==> config.mk <==
export PLATFORM = sky130hd
export DESIGN_NAME = block_stream_emitter
export DESIGN_NICKNAME = d
export VERILOG_FILES = /design/src/rtl/block_stream_emitter.sv
export SDC_FILE = /design/constraint.sdc
export NUM_CORES = 1
export LEC_CHECK = 0
export ABC_AREA = 0
export CAP_MARGIN = 20
export CORE_AREA = 2 2 63 65
export CTS_CLUSTER_SIZE = 12
export DETAILED_ROUTE_END_ITERATION = 16
export DIE_AREA = 0 0 65 67
export GPL_TIMING_DRIVEN = 0
export HOLD_SLACK_MARGIN = 0.05
export PLACE_DENSITY_LB_ADDON = 0.15
export SKIP_LAST_GASP = 1
export SLEW_MARGIN = 20
export SYNTH_ARGS = -nofsm -noshare
export SYNTH_HDL_FRONTEND = slang
export SYNTH_SLANG_ARGS = --single-unit
==> constraint.sdc <==
create_clock -name clk -period 2.3 [get_ports clk]
set_input_delay 0.69 -clock clk [delete_from_list [all_inputs] [get_ports clk]]
set_output_delay 0.69 -clock clk [all_outputs]
set_load 0.01 [all_outputs]
==> src/rtl/block_stream_emitter.sv <==
// block_stream_emitter: expands BEGIN/END/CHAR commands into a byte-per-cycle ASCII stream, tracking nesting depth.
// Optional BLOCK_GUARD_EN suppresses END tokens at depth 0 so the stream never underflows.
module block_stream_emitter #(
   parameter int DEPTH_W = 8
) (
   input  logic               clk,
   input  logic               reset,
   input  logic               cmd_valid,
   output logic               cmd_ready,
   input  logic [1:0]         cmd_op,
   input  logic [7:0]         cmd_char,
   output logic               out_valid,
   output logic [7:0]         out_char,
   output logic [DEPTH_W-1:0] depth,
   output logic               balanced,
   output logic               err
);
   localparam logic [1:0] OP_BEGIN = 2'd1, OP_END = 2'd2, OP_CHAR = 2'd3;
   typedef enum logic [1:0] {IDLE, PRESEP, KEY, POSTSEP} state_t;
   state_t     state, state_n;
   logic [2:0] idx, idx_n;
   logic       is_end, is_end_n;
   logic       valid_n;
   logic [7:0] char_n;
   logic       last_alpha;
   logic       accept, suppress, final_letter;

   function automatic logic [7:0] letter(input logic e, input logic [2:0] i);
      return e ? (i == 3'd0 ? 8'h65 : i == 3'd1 ? 8'h6e : 8'h64)
               : (i == 3'd0 ? 8'h62 : i == 3'd1 ? 8'h65 : i == 3'd2 ? 8'h67 : i == 3'd3 ? 8'h69 : 8'h6e);
   endfunction

   function automatic logic is_alpha(input logic [7:0] c);
      return (c >= 8'h61 && c <= 8'h7a) || (c >= 8'h41 && c <= 8'h5a);
   endfunction

   // CHAR bytes are presented while state stays IDLE, so ready is never dropped for them
   assign cmd_ready = state == IDLE || state == POSTSEP;
   assign accept = cmd_valid && cmd_ready;
`ifdef BLOCK_GUARD_EN
   assign suppress = accept && cmd_op == OP_END && depth == '0;
`else
   assign suppress = 1'b0;
`endif
   assign final_letter = state == KEY && idx == (is_end ? 3'd1 : 3'd3);
   assign balanced = depth == '0 && !err;

   always_comb begin
      state_n  = IDLE;
      idx_n    = idx;
      is_end_n = is_end;
      valid_n  = 1'b0;
      char_n   = 8'h00;
      if (accept) begin
         if (cmd_op == OP_CHAR) begin
            valid_n = 1'b1;
            char_n  = cmd_char;
         end else if ((cmd_op == OP_BEGIN || cmd_op == OP_END) && !suppress) begin
            is_end_n = cmd_op == OP_END;
            idx_n    = 3'd0;
            valid_n  = 1'b1;
            state_n  = last_alpha ? PRESEP : KEY;
            char_n   = last_alpha ? 8'h20 : letter(cmd_op == OP_END, 3'd0);
         end
      end else if (state == PRESEP) begin
         state_n = KEY;
         idx_n   = 3'd0;
         valid_n = 1'b1;
         char_n  = letter(is_end, 3'd0);
      end else if (state == KEY) begin
         valid_n = 1'b1;
         state_n = idx == (is_end ? 3'd2 : 3'd4) ? POSTSEP : KEY;
         idx_n   = state_n == KEY ? idx + 3'd1 : idx;
         char_n  = state_n == KEY ? letter(is_end, idx + 3'd1) : 8'h20;
      end
   end

   always_ff @(posedge clk) begin
      if (reset) begin
         state      <= IDLE;
         idx        <= 3'd0;
         is_end     <= 1'b0;
         out_valid  <= 1'b0;
         out_char   <= 8'h00;
         depth      <= '0;
         err        <= 1'b0;
         last_alpha <= 1'b0;
      end else begin
         state     <= state_n;
         idx       <= idx_n;
         is_end    <= is_end_n;
         out_valid <= valid_n;
         out_char  <= char_n;
         if (valid_n) last_alpha <= is_alpha(char_n);
         if (suppress) err <= 1'b1;
         // depth saturates at both ends; either overflow direction latches err
         if (final_letter) begin
            if (is_end) begin
               if (depth == '0) err <= 1'b1;
               else depth <= depth - 1'b1;
            end else begin
               if (&depth) err <= 1'b1;
               else depth <= depth + 1'b1;
            end
         end
      end
   end
endmodule
==> impl_metrics.csv <==
group,metric,value,unit
run_status,status,"finished clean",
layout,n_antenna_cell,0,
drt,first_pass_iters,4,
power_and_ir_drop,p_total,0.968,mW
synth,ys_types,46,
setup_path,r2r_end,"depth[6]",
global_routing,grt_pass1_wl,6990,um
setup_path,cpPeakStageDelay,530,ps
timing,skew,4.07,ps
die,die-height,67,um
setup_path,rr_startpoint,"is_end",
synth,synth.top_cells.by_area,"dfxtp_1 29%, ha_1 12%, a21oi_1 7.8%",
timing,maxSlewViolCount,0,
global_routing,grt_max_degree,16,
die,start_util,48.1,%
drt,drt_first_iter_violations,105,
setup_path,path_delay_family,"buffers and inverters",
global_routing,use_met3,1.69,%
drt,vias,1630,
global_routing,grt_pass1_vias,1521,
power_and_ir_drop,p_comb_share,23.4,%
timing,setup_violations,0,
power_and_ir_drop,clkPwrFrac,28.5,%
die,rows,22,
setup_path,crit_fanout,2,
global_routing,met1_usage,29.9,%
power_and_ir_drop,p_leak,0.882,nW
cts,root_buffer,"clkbuf_8",
timing,relSlewSlack,66.5,%
power_and_ir_drop,p_int,0.678,mW
cts,cts_setup_buffers,0,
synth,synth_edf_count,0,
synth,synth_fp_nets,250,
setup_path,cp_slowest_cell,"clkdlybuf4s50_1",
placement,dpl_cell_area,2100,um2
placement,portBuffers,31,
global_routing,grt_use_met2,31.3,%
synth,ys_ff_latch,25,
job,maxCapViolations,0,
worst_hold_path,hold_path_class,"register to register",
timing,max_freq,462,MHz
placement,dp_slack,-427,ps
layout,drive_gt1_share,11.0,%
timing,hold_viol,0,
worst_hold_path,min_from,"err",
placement,gp_congestion,0.824,
die,die-area,4360,um2
setup_path,crit_type,"register to primary output",
cts,clock_latency,270,ps
power_and_ir_drop,p_sw_share,30.0,%
synth,async_flop_share,0,%
global_routing,overflow,0,
cts,clk_path_buf_depth,2,
synth,synthFlopType,"dfxtp_1",
setup_path,cp.arrival,1470,ps
timing,fin_crit,2160,ps
power_and_ir_drop,p_per_area,435,nW/um2
drt,final_antenna_net_count,0,
synth,yosysMostFrequentCell,"a21oi_1",
drt,drcViolationCount,0,
placement,hpwl,3000,um
setup_path,r2r_cells,9,
setup_path,critPathLaunchType,"register",
drt,wl,3990,um
timing,tns,0,ps
drt,routedWlPerCell,13.2,um
synth,netlist_area,1730,um2
synth,synth_top_cell_area_share,28.9,%
cts,cts_tree,"done",
drt,viasPerCell,5.40,
die,pin_count,33,
timing,fin_crit_sh,94.1,%
global_routing,grt_util_all_layers,20.2,%
setup_path,crit_required,1610,ps
layout,area_delta_synth_final,28.4,%
synth,postSynthCellCount,220,
global_routing,antenna_found_initial,0,
power_and_ir_drop,vdd_drop_max,0.251,mV
power_and_ir_drop,switchingPower,0.291,mW
synth,synth_top_cell_by_area,"dfxtp_1",
timing,tightest_slew,502,ps
setup_path,reg2reg_slack,210,ps
worst_hold_path,holdPathEnd,"err",
layout,final_cell_area,2230,um2
worst_hold_path,min_path_cells,2,
global_routing,busiest_layer,"met2",
timing,timing.final.ws_setup,136,ps
cts,cts_sinks,25,
layout,num-nets-final,285,
cts,htree_levels,1,
synth,ys_warn_count,0,
setup_path,critPathBufInv,2,
timing,rsz0062_at_grt,"yes",
synth,syn_avg_cell_area,7.88,um2
cts,numCtsBuffers,3,
power_and_ir_drop,pwr-share-seq,48.1,%
synth,synthTopCellsByCount,"27 x a21oi_1, 25 x dfxtp_1, 20 x nor2_1",
synth,synth-seq-area-share,28.9,%
setup_path,path_cells,"inv_1 > ha_1 > clkdlybuf4s50_1",
die,die_w,65,um
setup_path,endpoint_kind,"primary output",
die,core,3610,um2
cts,clkTransAtPathRegs,100,ps
cts,ctsHoldBuffers,0,
-- layer usage --
metal  share of wire, %  routed length (um)
met1                 52                2070
met2                 44                1740
met3                3.7                 147
met4               0.80                  32
met5                  0                   0
-- through the flow --
| stage | utilization [%] | instances | hold slack (ps) |
|---|---|---|---|
| CTS | 60.5 | 303 | 523 |
| floorplan | - | 220 | 475 |
| detailed placement | 58.4 | 299 | 495 |
| global route | 61.7 | 302 | 571 |
| finish | 61.7 | 302 | 523 |
| global placement | 58.4 | 299 | 489 |
-- power groups by stage --
stage	logic, mW	clock network [mW]	registers, mW
2_1_floorplan	0.131	0	0.478
3_3_place_gp	0.211	0	0.475
3_5_place_dp	0.213	0	0.475
4_1_cts	0.217	0.280	0.465
5_1_grt	0.254	0.294	0.468
6_report	0.226	0.276	0.466
-- cell families after synthesis --
group	synth area share [%]
fa+ha+maj	12.7
xor+xnor	3.03
simple gates	29.5
mux	1.15
flops	28.9
compound gates	18.7
buf+inv	6.06
-- worst max-delay path by stage --
stage	slack (ps)	cells after the start	endpoint	start
6_report	140	3	cmd_ready	state[0]
5_1_grt	-7	9	depth[6]	is_end
4_1_cts	20	9	last_alpha	cmd_op[1]
3_5_place_dp	-430	9	last_alpha	cmd_op[1]
3_3_place_gp	-430	9	last_alpha	cmd_op[1]
2_1_floorplan	300	9	depth[6]	is_end
-- layout by cell type (no fill, tap or decap), types with 3 or more instances in the layout --
| master | netlist | routed |
|---|---|---|
| clkdlybuf4s50_1 | 0 | 28 |
| a21oi_1 | 27 | 25 |
| dfxtp_1 | 25 | 23 |
| nor2_1 | 20 | 20 |
| inv_1 | 16 | 16 |
| nand2_1 | 16 | 16 |
| ha_1 | 16 | 15 |
| nand3_1 | 12 | 12 |
| nor3_1 | 11 | 11 |
| o21ai_0 | 9 | 9 |
| xnor2_1 | 5 | 5 |
| nor2b_1 | 5 | 4 |
| nand4_1 | 4 | 4 |
| clkbuf_1 | 5 | 3 |
| o21ai_1 | 3 | 3 |
| nand2b_1 | 3 | 3 |
| and2_1 | 4 | 3 |
| clkbuf_8 | 0 | 3 |
-- flip-flops by register name, indices dropped and copies added, names as in the netlist --
signal / cells
depth: 8
out_char: 8
idx: 3
out_valid: 1
err: 1
is_end: 1
last_alpha: 1
state: 2
-- worst min-delay path, delay by kind of cell (launching register included) --
family           cells  cell delay [ps]
flip-flops           1              370
AND/OR/NAND/NOR      1               70
AO/OA/AOI/OAI        1               60
-- final cells by class --
class                           count  area (um2)
Clock inverter                      1        7.51
Multi-Input combinational cell    169        1190
Clock buffer                        3        41.3
Buffer                              8        43.8
Tap cell                           48        60.1
Fill cell                         324        1380
Inverter                           17        63.8
Timing Repair Buffer               31         314
Sequential cell                    25         505
-- timing repair --
item	4_1_cts	5_1_grt
resized for setup	8	14
pin swaps	1	1
gates cloned	0	0
endpoints found under the setup margin	4	5
Power figures use the tool's default switching activity.
